## src/rtl/mem_error_recovery_ctrl.sv

```systemverilog
// Recovery sequencer for faulty LABFT array memories: captures the detector's error vector,
// re-arms the detector, then requests recompute/reload of each flagged memory in index order.
module mem_error_recovery_ctrl #(
    parameter int unsigned arraySize  = 4,
    parameter int unsigned maxRetries = 3,
    parameter int unsigned ackTimeout = 255
) (
    input  logic                            clk,
    input  logic                            rst,
    input  logic [6*arraySize-1:0]          error,
    output logic                            interrupt,
    output logic                            recover_req,
    output logic [$clog2(6*arraySize)-1:0]  recover_idx,
    input  logic                            recover_ack,
    input  logic                            recover_fail,
    output logic                            busy,
    output logic                            fatal,
    output logic [15:0]                     err_count
);

    localparam int unsigned ErrW   = 6 * arraySize;
    localparam int unsigned IdxW   = $clog2(ErrW);
    localparam int unsigned RetryW = (maxRetries > 0) ? $clog2(maxRetries + 1) : 1;
    localparam int unsigned TimerW = (ackTimeout > 1) ? $clog2(ackTimeout + 1) : 1;

    localparam logic [RetryW-1:0] RetryMax  = RetryW'(maxRetries);
    localparam logic [TimerW-1:0] TimerLast = TimerW'(ackTimeout - 1);

    typedef enum logic [2:0] {
        StIdle,
        StCapture,
        StSelect,
        StRequest,
        StRetry,
        StDone,
        StFatal
    } state_e;

    state_e              state_q, state_d;
    logic [ErrW-1:0]     pending_q, pending_d;
    logic [IdxW-1:0]     idx_q, idx_d;
    logic [RetryW-1:0]   retry_q, retry_d;
    logic [TimerW-1:0]   timer_q, timer_d;
    logic [15:0]         cnt_q, cnt_d;

    // Scanning downward lets the lowest set bit overwrite any higher one.
    function automatic logic [IdxW-1:0] lowest_set(input logic [ErrW-1:0] vec);
        logic [IdxW-1:0] r;
        r = '0;
        for (int i = int'(ErrW) - 1; i >= 0; i--) begin
            if (vec[i]) begin
                r = IdxW'(i);
            end
        end
        return r;
    endfunction

    always_ff @(posedge clk or negedge rst) begin
        if (!rst) begin
            state_q   <= StIdle;
            pending_q <= '0;
            idx_q     <= '0;
            retry_q   <= '0;
            timer_q   <= '0;
            cnt_q     <= '0;
        end else begin
            state_q   <= state_d;
            pending_q <= pending_d;
            idx_q     <= idx_d;
            retry_q   <= retry_d;
            timer_q   <= timer_d;
            cnt_q     <= cnt_d;
        end
    end

    always_comb begin
        state_d   = state_q;
        pending_d = pending_q;
        idx_d     = idx_q;
        retry_d   = retry_q;
        timer_d   = timer_q;
        cnt_d     = cnt_q;

        unique case (state_q)
            StIdle: begin
                if (error != '0) begin
                    pending_d = error;
                    state_d   = StCapture;
                end
            end

            StCapture: begin
                state_d = StSelect;
            end

            StSelect: begin
                if (pending_q == '0) begin
                    state_d = StDone;
                end else begin
                    idx_d   = lowest_set(pending_q);
                    retry_d = '0;
                    timer_d = '0;
                    state_d = StRequest;
                end
            end

            StRequest: begin
                timer_d = timer_q + 1'b1;
                if (recover_ack) begin
                    if (!recover_fail) begin
                        pending_d[idx_q] = 1'b0;
                        if (cnt_q != 16'hFFFF) begin
                            cnt_d = cnt_q + 16'd1;
                        end
                        state_d = StSelect;
                    end else if (retry_q < RetryMax) begin
                        retry_d = retry_q + 1'b1;
                        timer_d = '0;
                        state_d = StRetry;
                    end else begin
                        state_d = StFatal;
                    end
                end else if (timer_q == TimerLast) begin
                    state_d = StFatal;
                end
            end

            // One idle cycle so each retry shows up as a fresh rising edge on recover_req.
            StRetry: begin
                state_d = StRequest;
            end

            StDone: begin
                state_d = StIdle;
            end

            StFatal: begin
                state_d = StFatal;
            end

            default: begin
                state_d = StIdle;
            end
        endcase
    end

    assign interrupt   = (state_q == StCapture);
    assign recover_req = (state_q == StRequest);
    assign recover_idx = idx_q;
    assign busy        = (state_q != StIdle) && (state_q != StFatal);
    assign fatal       = (state_q == StFatal);
    assign err_count   = cnt_q;

endmodule

```

## config.mk

```make
export PLATFORM = sky130hd
export DESIGN_NAME = mem_error_recovery_ctrl
export DESIGN_NICKNAME = d
export VERILOG_FILES = /design/src/rtl/mem_error_recovery_ctrl.sv
export SDC_FILE = /design/constraint.sdc
export NUM_CORES = 1
export LEC_CHECK = 0
export CAP_MARGIN = 20
export CORE_MARGIN = 1.5
export CORE_UTILIZATION = 50
export DETAILED_ROUTE_END_ITERATION = 8
export GPL_ROUTABILITY_DRIVEN = 1
export PLACE_DENSITY_LB_ADDON = 0.08
export SETUP_SLACK_MARGIN = 0.02
export SYNTH_ARGS = -nofsm -noshare
export SYNTH_HDL_FRONTEND = slang
export SYNTH_SLANG_ARGS = --single-unit
```

## constraint.sdc

```tcl
create_clock -name clk -period 3.45 [get_ports clk]
set_clock_uncertainty 0.05 [all_clocks]
set_input_delay 0.69 -clock clk [delete_from_list [all_inputs] [get_ports clk]]
set_output_delay 0.69 -clock clk [all_outputs]
set_load 0.1 [all_outputs]
```

==> results.md <==
- Static leakage: 1.71 nW
- Worst Hold Class: input port to asynchronous set/reset pin
- Largest net degree at the start of global routing: 59
- CP startpoint kind: flip-flop
- Core Region: 5990 sq um
- Full die area: 6750 sq um
- Max-Cap Viols: 0
- Mapped cell area: 3130 sq um
- Via Count: 2740
- Post-route ant nets: 0
- Async SR Flop Fraction: 1.00
- Commonest non-fill, non-tap cell in the layout: dfrtp_1
- Slew margin rel.: 0.358
- Peak VDD IR: 0.830 mV
- Initial antenna violation count: 0
- Inserted Clock Buffers: 9
- Setup TNS: 0 ps
- Unique masters post-synth: 54
- Initial drt markers: 200
- Worst-margin pin slew: 961 ps
- #FFs+latches synth: 58
- Status: finished clean
- Yosys top cell area share: 0.463
- Final setup viols: 0
- Htree depth: 3
- Post-CTS Hold Buffers: 0
- Crit path capture type: output pin
- Gr ovfl total: 0
- PD cells: 953 nW/um^2
- WP data arrival: 1850 ps
- Fin Hold WS: 449 ps
- Resize count post-CTS: 0
- Highest-count cells in the layout ignoring fill and taps: dfrtp_1, nand2_1, o21ai_0
- Area after DPL: 3660 sq um
- Clock Path Buffers: 2
- Synth Flop Type: dfrtp_1
- ANT cells: 0
- Critical Path Max Stage Delay: 1140 ps
- Hold Vio Cnt, Final: 0
- Port Buffers: 52
- Syn nets: 365
- Post-layout min period: 2590 ps
- Footprint of the multi-input gates: 1590 sq um
- Synth top area cells: dfrtp_1, a22o_1, nand2_1
- RSZ-0062 raised after global routing: no
- Synth warnings: 0
- Routed vias/inst: 5.85
- Initial Util: 0.523
- Die Wd: 82.1 um
- GPL Wtd Cong: 0.888
- Drt wl/cell: 16.3 um
- CP Class: flip-flop to output pin
- # IOs: 53
- CP max stage cell: clkdlybuf4s50_1
- Clk Latency, worst-skew pair: 340 ps
- Clock Sink Count: 58
- Sequential area share after synthesis: 0.463
- Peak Freq: 387 MHz
- Crit path max fanout: 3
- GRT Total Usage: 0.248
- TritonCTS clock tree: done
- Buffers and inverters on the worst path: 1
- CP delay by family, top: buffers and inverters
- Die Span Y: 82.1 um
- Floorplan row count: 28
- Area leader, netlist: dfrtp_1
- Vias in the first global route: 2497
- DRT Pass-1 Iters: 5
- Final Util: 0.642
- Nets: 421
- Share of post-route cells with drive strength above 1: 0.137
- CP Data Required Time: 2710 ps
- Area grow syn2layout: 22.8%
- Total Wirelength: 7650 um
- Cells after Synth: 333
- Design area: 3850 sq um
- Post-CTS setup buffers: 0
- Post-DP HPWL: 5410 um
- Register area: 1450 sq um
- First-pass GRT wire length: 12300 um
- DRC violations left: 0
- Final worst path period share: 0.750
- CP cell instances: clkdlybuf4s50_1
- Filler cells: 505
- Max Transition Viols Final: 0
- Post-Syn Area per Cell: 9.40 sq um
- Clk slew on worst S/H paths: 60 ps
- Clock Tree Root: clkbuf_8
- Post-synth EDFFs: 0
## final cells by class
type | instances | share of cell area
Sequential cell | 58 | 0.377
Multi-Input combinational cell | 254 | 0.414
Timing Repair Buffer | 55 | 0.124
Clock inverter | 2 | 0.00260
Tap cell | 75 | 0.0244
Inverter | 11 | 0.0107
Clock buffer | 13 | 0.0465
## cells by family after synthesis
logic type                 share of synthesized area
DFF                                            0.463
AOI/OAI and AO/OA                              0.208
muxes                                        0.00360
and+or+nand+nor                                0.235
adders and majority gates                     0.0160
buffers and inverters                         0.0296
xor gates and xnor gates                      0.0447
## report_power, final
group	switching (mW)	internal (mW)	total (mW)	leakage [nW]
clock network	0.256	0.333	0.589	0.101
logic	1.22	0.625	1.84	0.868
registers	0.325	0.910	1.23	0.740
## routing by layer
layer	up-vias	part of all wire	GRT usage
li1	1330	-	-
met1	1297	0.49	0.365
met2	102	0.43	0.348
met3	11	0.072	0.0692
met4	0	0.011	0.0847
met5	-	0	0
## through the flow
stage               power [mW]  setup WS (ps)  instances
floorplan                 2.63            779        333
global placement          3.04            702        453
detailed placement        3.07            626        453
CTS                       3.67            841        468
global route              3.91            793        468
finish                    3.66            864        468
## synthesized netlist by cell type (all sizes together) (2+ instances only)
cell type   n
dfrtp      58
nand2      46
o21ai      39
nor2       27
a22o       25
a21oi      11
inv        11
nor4       11
xnor2      11
nand4       8
buf         7
nand3       7
nor3        6
nand2b      5
nand3b      5
xor2        5
ha          4
o31ai       4
or3         4
or4         4
and2        3
and3        3
clkbuf      3
a211oi      2
a221o       2
nor3b       2
o21a        2
o311ai      2
or2         2
## worst paths after layout
check                                   start       endpoint  slack, ps  cells past startpoint
worst min-delay path                      rst  pending_q[20]        450                      2
min in group clk                   retry_q[1]     retry_q[1]        450                      2
worst max-delay path            err_count[10]  err_count[10]        860                      1
worst max register to register     state_q[0]  err_count[12]       1030                      6
worst min register to register     retry_q[1]     retry_q[1]        450                      2
max in group asynchronous                 rst     timer_q[4]       2410                      2
## sequential cells by signal (all words and copies together) (netlist names)
signal,count
retry_q,2
timer_q,8
pending_q,24
recover_idx,5
state_q,3
err_count,16
No activity file was read; power rests on OpenSTA's default activity.
==> patch 1 (config.mk and constraints unchanged) <==
Change the parameter `arraySize` from 4 to 2.
--- a/src/rtl/mem_error_recovery_ctrl.sv
+++ b/src/rtl/mem_error_recovery_ctrl.sv
@@ -1,7 +1,7 @@
 // Recovery sequencer for faulty LABFT array memories: captures the detector's error vector,
 // re-arms the detector, then requests recompute/reload of each flagged memory in index order.
 module mem_error_recovery_ctrl #(
-    parameter int unsigned arraySize  = 4,
+    parameter int unsigned arraySize  = 2,
     parameter int unsigned maxRetries = 3,
     parameter int unsigned ackTimeout = 255
 ) (
Ports: changed (resized error and recover_idx); port bits go from 53 to 40. No check against the original RTL was run, so the function may have changed too.
==> patch 1 against the unedited design <==
- hold slack got worse by 320 ps
- wire length fell by 26%
- cell count fell by 20%
- final area fell by 21%
- worst setup slack improved by 150 ps
- area after synthesis fell by 19%
- sequential cell count fell by 13
- highest routed layer unchanged
- total power fell by 27%
==> patch 1: results (changes against the unedited design) <==
* Total placed instance area at 2910 sq um (-20%)
* Pin count of the biggest net entering global routing at 46 (-22%)
* Cell types occupying the most area after synthesis: sky130_fd_sc_hd__dfrtp_1, sky130_fd_sc_hd__a22o_1, sky130_fd_sc_hd__nand3_1
* Gate count of the mapped netlist at 265 (-20%)
* Clock transition at the register clock pins on the worst setup and hold paths after CTS at 90 ps (+30 ps)
* Routed vias at 2161 (-21%)
* Delay of the slowest cell on the worst path at 680 ps (-460 ps)
* Port Buffers at 39 (-25%)
* Bufs on Longest Clock Path at 2 (unchanged)
* Min-Delay Path Class: input port to async pin
* Worst Path Max Fanout at 6 (+3)
* Number of clock buffers inserted by TritonCTS at 5 (-4)
* Cell with the largest stage delay on the worst path: sky130_fd_sc_hd__or4_1
* DRC marker count from the first detailed-route iteration at 222 (+11%)
* Number of flip-flops in the largest register at 16 (-33%)
* Static leakage at 1.32 nW (-23%)
* Wire length on met1 at 2720 um (-27%)
* Count of different cell masters after synthesis at 52 (-3.7%)
* Number of nets in the layout at 325 (-23%)
* Met2 routed WL at 2550 um (-22%)
* Routed WL at 5650 um (-26%)
* Global-route total usage across every layer at 22.3% (-2.4 points)
* Met3 WL at 320 um (-42%)
* Number of antenna violations at the first check in global routing at 0 (unchanged)
* RePlAce Congestion at 0.937 (+5.5%)
* Cell depth of the worst flop-to-flop path at 4 (-2)
* Latest clock arrival within the worst-skew pair at 300 ps (-40 ps)
* Post-Layout Cell Count at 373 (-20%)
* Length of the first detailed-routing pass in iterations at 4 (-1)
* Startpoint of the worst-slack reg-to-reg timing path: state_q[0]
* Global-route wire length before repair at 9380 um (-24%)
* Via count of the first global-routing pass at 1934 (-23%)
* Placed Instances at 364 (-20%)
* Antenna fix cells at 0 (unchanged)
* Count of H-tree levels built during CTS at 2 (-1)
* Relative slew slack at 57.1% (+21 points)
* Fraction of final layout cells sized beyond drive strength 1 at 18.0% (+4.2 points)
* Run status: complete, no violations
* IR drop worst, VDD at 0.683 mV (-18%)
* Top post-synthesis cells by count: sky130_fd_sc_hd__dfrtp_1, sky130_fd_sc_hd__nand2_1, sky130_fd_sc_hd__nand3_1, sky130_fd_sc_hd__o21ai_0, sky130_fd_sc_hd__a22o_1
* R2R setup slack at 1230 ps (+200 ps)
* Estimated wirelength of the detail-placed design at 4150 um (-23%)
* Post-synthesis sequential area ratio at 44.6% (-1.7 points)
* Data arrival time at the worst-slack endpoint at 2630 ps (+780 ps)
* Category of cells accounting for the largest share of critical-path delay: simple AND/OR/NAND/NOR gates
* Post-CTS setup repair buffer count at 0 (unchanged)
* Syn_nets at 285 (-22%)
-- patch 1: how the worst max path moves through the flow --
stage	slack (ps)	start	to
2_1_floorplan	730	state_q[0]	interrupt
3_3_place_gp	800	recover_ack	err_count[12]
3_5_place_dp	710	recover_ack	err_count[12]
4_1_cts	1010	state_q[1]	busy
5_1_grt	910	recover_ack	err_count[12]
6_report	1010	recover_ack	err_count[12]
-- patch 1: stage by stage --
step,setup WS [ps],utilization (%),hold WS (ps)
after floorplan,733,-,344
after global placement,800,60.9,437
after detailed placement,707,60.9,445
after CTS,1010,63.4,459
after global routing,910,63.8,126
final,1010,63.8,127
-- patch 1: routing by layer --
layer,vias to the layer above,GRT usage (%)
met3,4,3.25
met5,-,0
li1,1068,-
met2,63,33.2
met4,0,6.79
met1,1026,33.7
-- patch 1: where the power goes --
| part | switching [mW] | internal, mW | leakage, nW |
|---|---|---|---|
| sequential | 0.219 | 0.673 | 0.581 |
| combinational | 0.920 | 0.429 | 0.677 |
| clock | 0.183 | 0.236 | 0.0574 |
| total | 1.32 | 1.34 | 1.32 |
-- patch 1: logic make-up after synthesis --
kind of cell,after synthesis,share of synthesized area [%]
fa+ha+maj,4,1.98
xor+xnor,12,4.17
simple gates,109,24.2
mux,3,1.49
buf+inv,20,3.42
flops,45,44.6
compound gates,72,20.1
-- patch 1: layout make-up --
type                            count  area, sq um
Timing Repair Buffer               44          375
Clock inverter                      2         37.5
Sequential cell                    45         1130
Tap cell                           67         83.8
Clock buffer                        6         82.6
Inverter                            9         33.8
Multi-Input combinational cell    200         1320
Fill cell                         405         1730
==> patch 2 (config.mk and constraints unchanged) <==
Without the edit above. Put one more register stage on the output `err_count`, cleared by the reset. The value now appears one clock later. The other outputs are not delayed to match.
--- a/src/rtl/mem_error_recovery_ctrl.sv
+++ b/src/rtl/mem_error_recovery_ctrl.sv
@@ -149,7 +149,13 @@
     assign recover_idx = idx_q;
     assign busy        = (state_q != StIdle) && (state_q != StFatal);
     assign fatal       = (state_q == StFatal);
-    assign err_count   = cnt_q;
+    always_ff @(posedge clk or negedge rst) begin
+        if (!rst) begin
+            err_count <= '0;
+        end else begin
+            err_count <= cnt_q;
+        end
+    end
 
 endmodule
 
Check against the original RTL: not equivalent (a bounded check fails within 10 cycles, from zero or initial values and one cycle with rst low).
==> patch 2 against the unedited design <==
- worst setup slack worse by 110 ps
- final area up 14%
- combinational power about the same
- area after synthesis up 15%
- die area up 14%
- sequential cell count up 16
- wire length up 10%
- critical endpoint is now recover_req
- total power up 9.8%
==> patch 2: results (changes against the unedited design) <==
* Share of synthesized flip-flops with an asynchronous set or reset at 100% (unchanged)
* Run status: complete, no violations
* Worst Path Max Fanout at 21 (+18)
* Pin count of the biggest net entering global routing at 50 (-15%)
* Routed vias at 3094 (+13%)
* Least-Margin Pin Slew at 978 ps (+17.6 ps)
* Filler Cells Inserted at 567 (+12%)
* Master cell of the clock root buffer: sky130_fd_sc_hd__clkbuf_8
* Clock transition at the register clock pins on the worst setup and hold paths after CTS at 80 ps (+20 ps)
* Number of clock buffers inserted by TritonCTS at 9 (unchanged)
* Critical Path Sink: recover_req
* Cell types occupying the most area after synthesis: sky130_fd_sc_hd__dfrtp_1, sky130_fd_sc_hd__a21oi_1, sky130_fd_sc_hd__o21ai_0
* Cell with the largest stage delay on the worst path: sky130_fd_sc_hd__dfrtp_1
* Length of the first detailed-routing pass in iterations at 5 (unchanged)
* Port Buffers at 52 (unchanged)
* RePlAce Congestion at 0.812 (-8.6%)
* Count of different cell masters after synthesis at 51 (-5.6%)
* Worst setup startpoint: state_q[0]
* Delay of the slowest cell on the worst path at 650 ps (-490 ps)
* DRC marker count from the first detailed-route iteration at 334 (+67%)
* Post-synthesis sequential area ratio at 51.4% (+5.1 points)
* Top post-synthesis cells by count: sky130_fd_sc_hd__dfrtp_1, sky130_fd_sc_hd__a21oi_1, sky130_fd_sc_hd__o21ai_0
* Cell depth of the worst flop-to-flop path at 5 (-1)
* Global-route wire length before repair at 14000 um (+14%)
* Global-route total usage across every layer at 23.8% (-0.97 points)
* Routed WL per cell at 16.1 um (-1.7%)
* Static leakage at 1.94 nW (+14%)
* IR drop worst, VDD at 0.930 mV (+12%)
* Syn_nets at 401 (+9.9%)
* Number of nets in the layout at 456 (+8.3%)
* Fraction of final layout cells sized beyond drive strength 1 at 8.18% (-5.6 points)
* DRC violations left at 0 (unchanged)
* Data arrival time at the worst-slack endpoint at 1950 ps (+100 ps)
* Capture instance of the worst register-to-register path: cnt_q[13]
* R2R setup slack at 1000 ps (-30 ps)
* Total of warnings raised by yosys at 0 (unchanged)
* Estimated wirelength of the detail-placed design at 5850 um (+8.2%)
* Via count of the first global-routing pass at 2888 (+16%)
[patch 2: layer usage]
layer	track usage [%]	vias up	share of wire [%]
met3	4.05	16	7.5
met5	0	-	0
met4	9.24	0	1.9
met2	35.3	123	44
met1	35.0	1487	47
li1	-	1468	-
[patch 2: power breakdown]
part | switching [mW] | internal, mW | total, mW
Sequential | 0.364 | 1.14 | 1.50
Clock | 0.312 | 0.370 | 0.681
Combinational | 1.26 | 0.580 | 1.84
Total | 1.94 | 2.09 | 4.02
[patch 2: worst max-delay path, delay by kind of cell (launching register included)]
family | cells | cell delay (ps)
buf+inv | 2 | 630
flops | 1 | 650
simple gates | 1 | 330
[patch 2: cell families after synthesis]
group / synth area share, %
fa+ha+maj: 1.39
flops: 51.4
mux: 0.313
xor+xnor: 3.41
buf+inv: 3.58
simple gates: 18.9
compound gates: 21.0
[patch 2: final cells by class]
type	instances	area (sq um)	area share (%)
Inverter	23	86.3	1.96
Multi-Input combinational cell	262	1620	36.8
Timing Repair Buffer	54	520	11.8
Sequential cell	74	1850	42.1
Clock inverter	4	51.3	1.17
Tap cell	96	120	2.73
Clock buffer	11	151	3.44
[patch 2: per-stage QoR]
step | hold slack, ps | util (%) | cells | cell area, sq um | worst slack (ps)
after global placement | 346 | 61.1 | 509 | 4200 | 751
after floorplan | 324 | - | 369 | 3600 | 742
after CTS | 308 | 64.1 | 524 | 4400 | 743
final | 304 | 64.1 | 524 | 4400 | 756
after global routing | 335 | 64.1 | 524 | 4400 | 620
after detailed placement | 346 | 61.1 | 509 | 4200 | 751
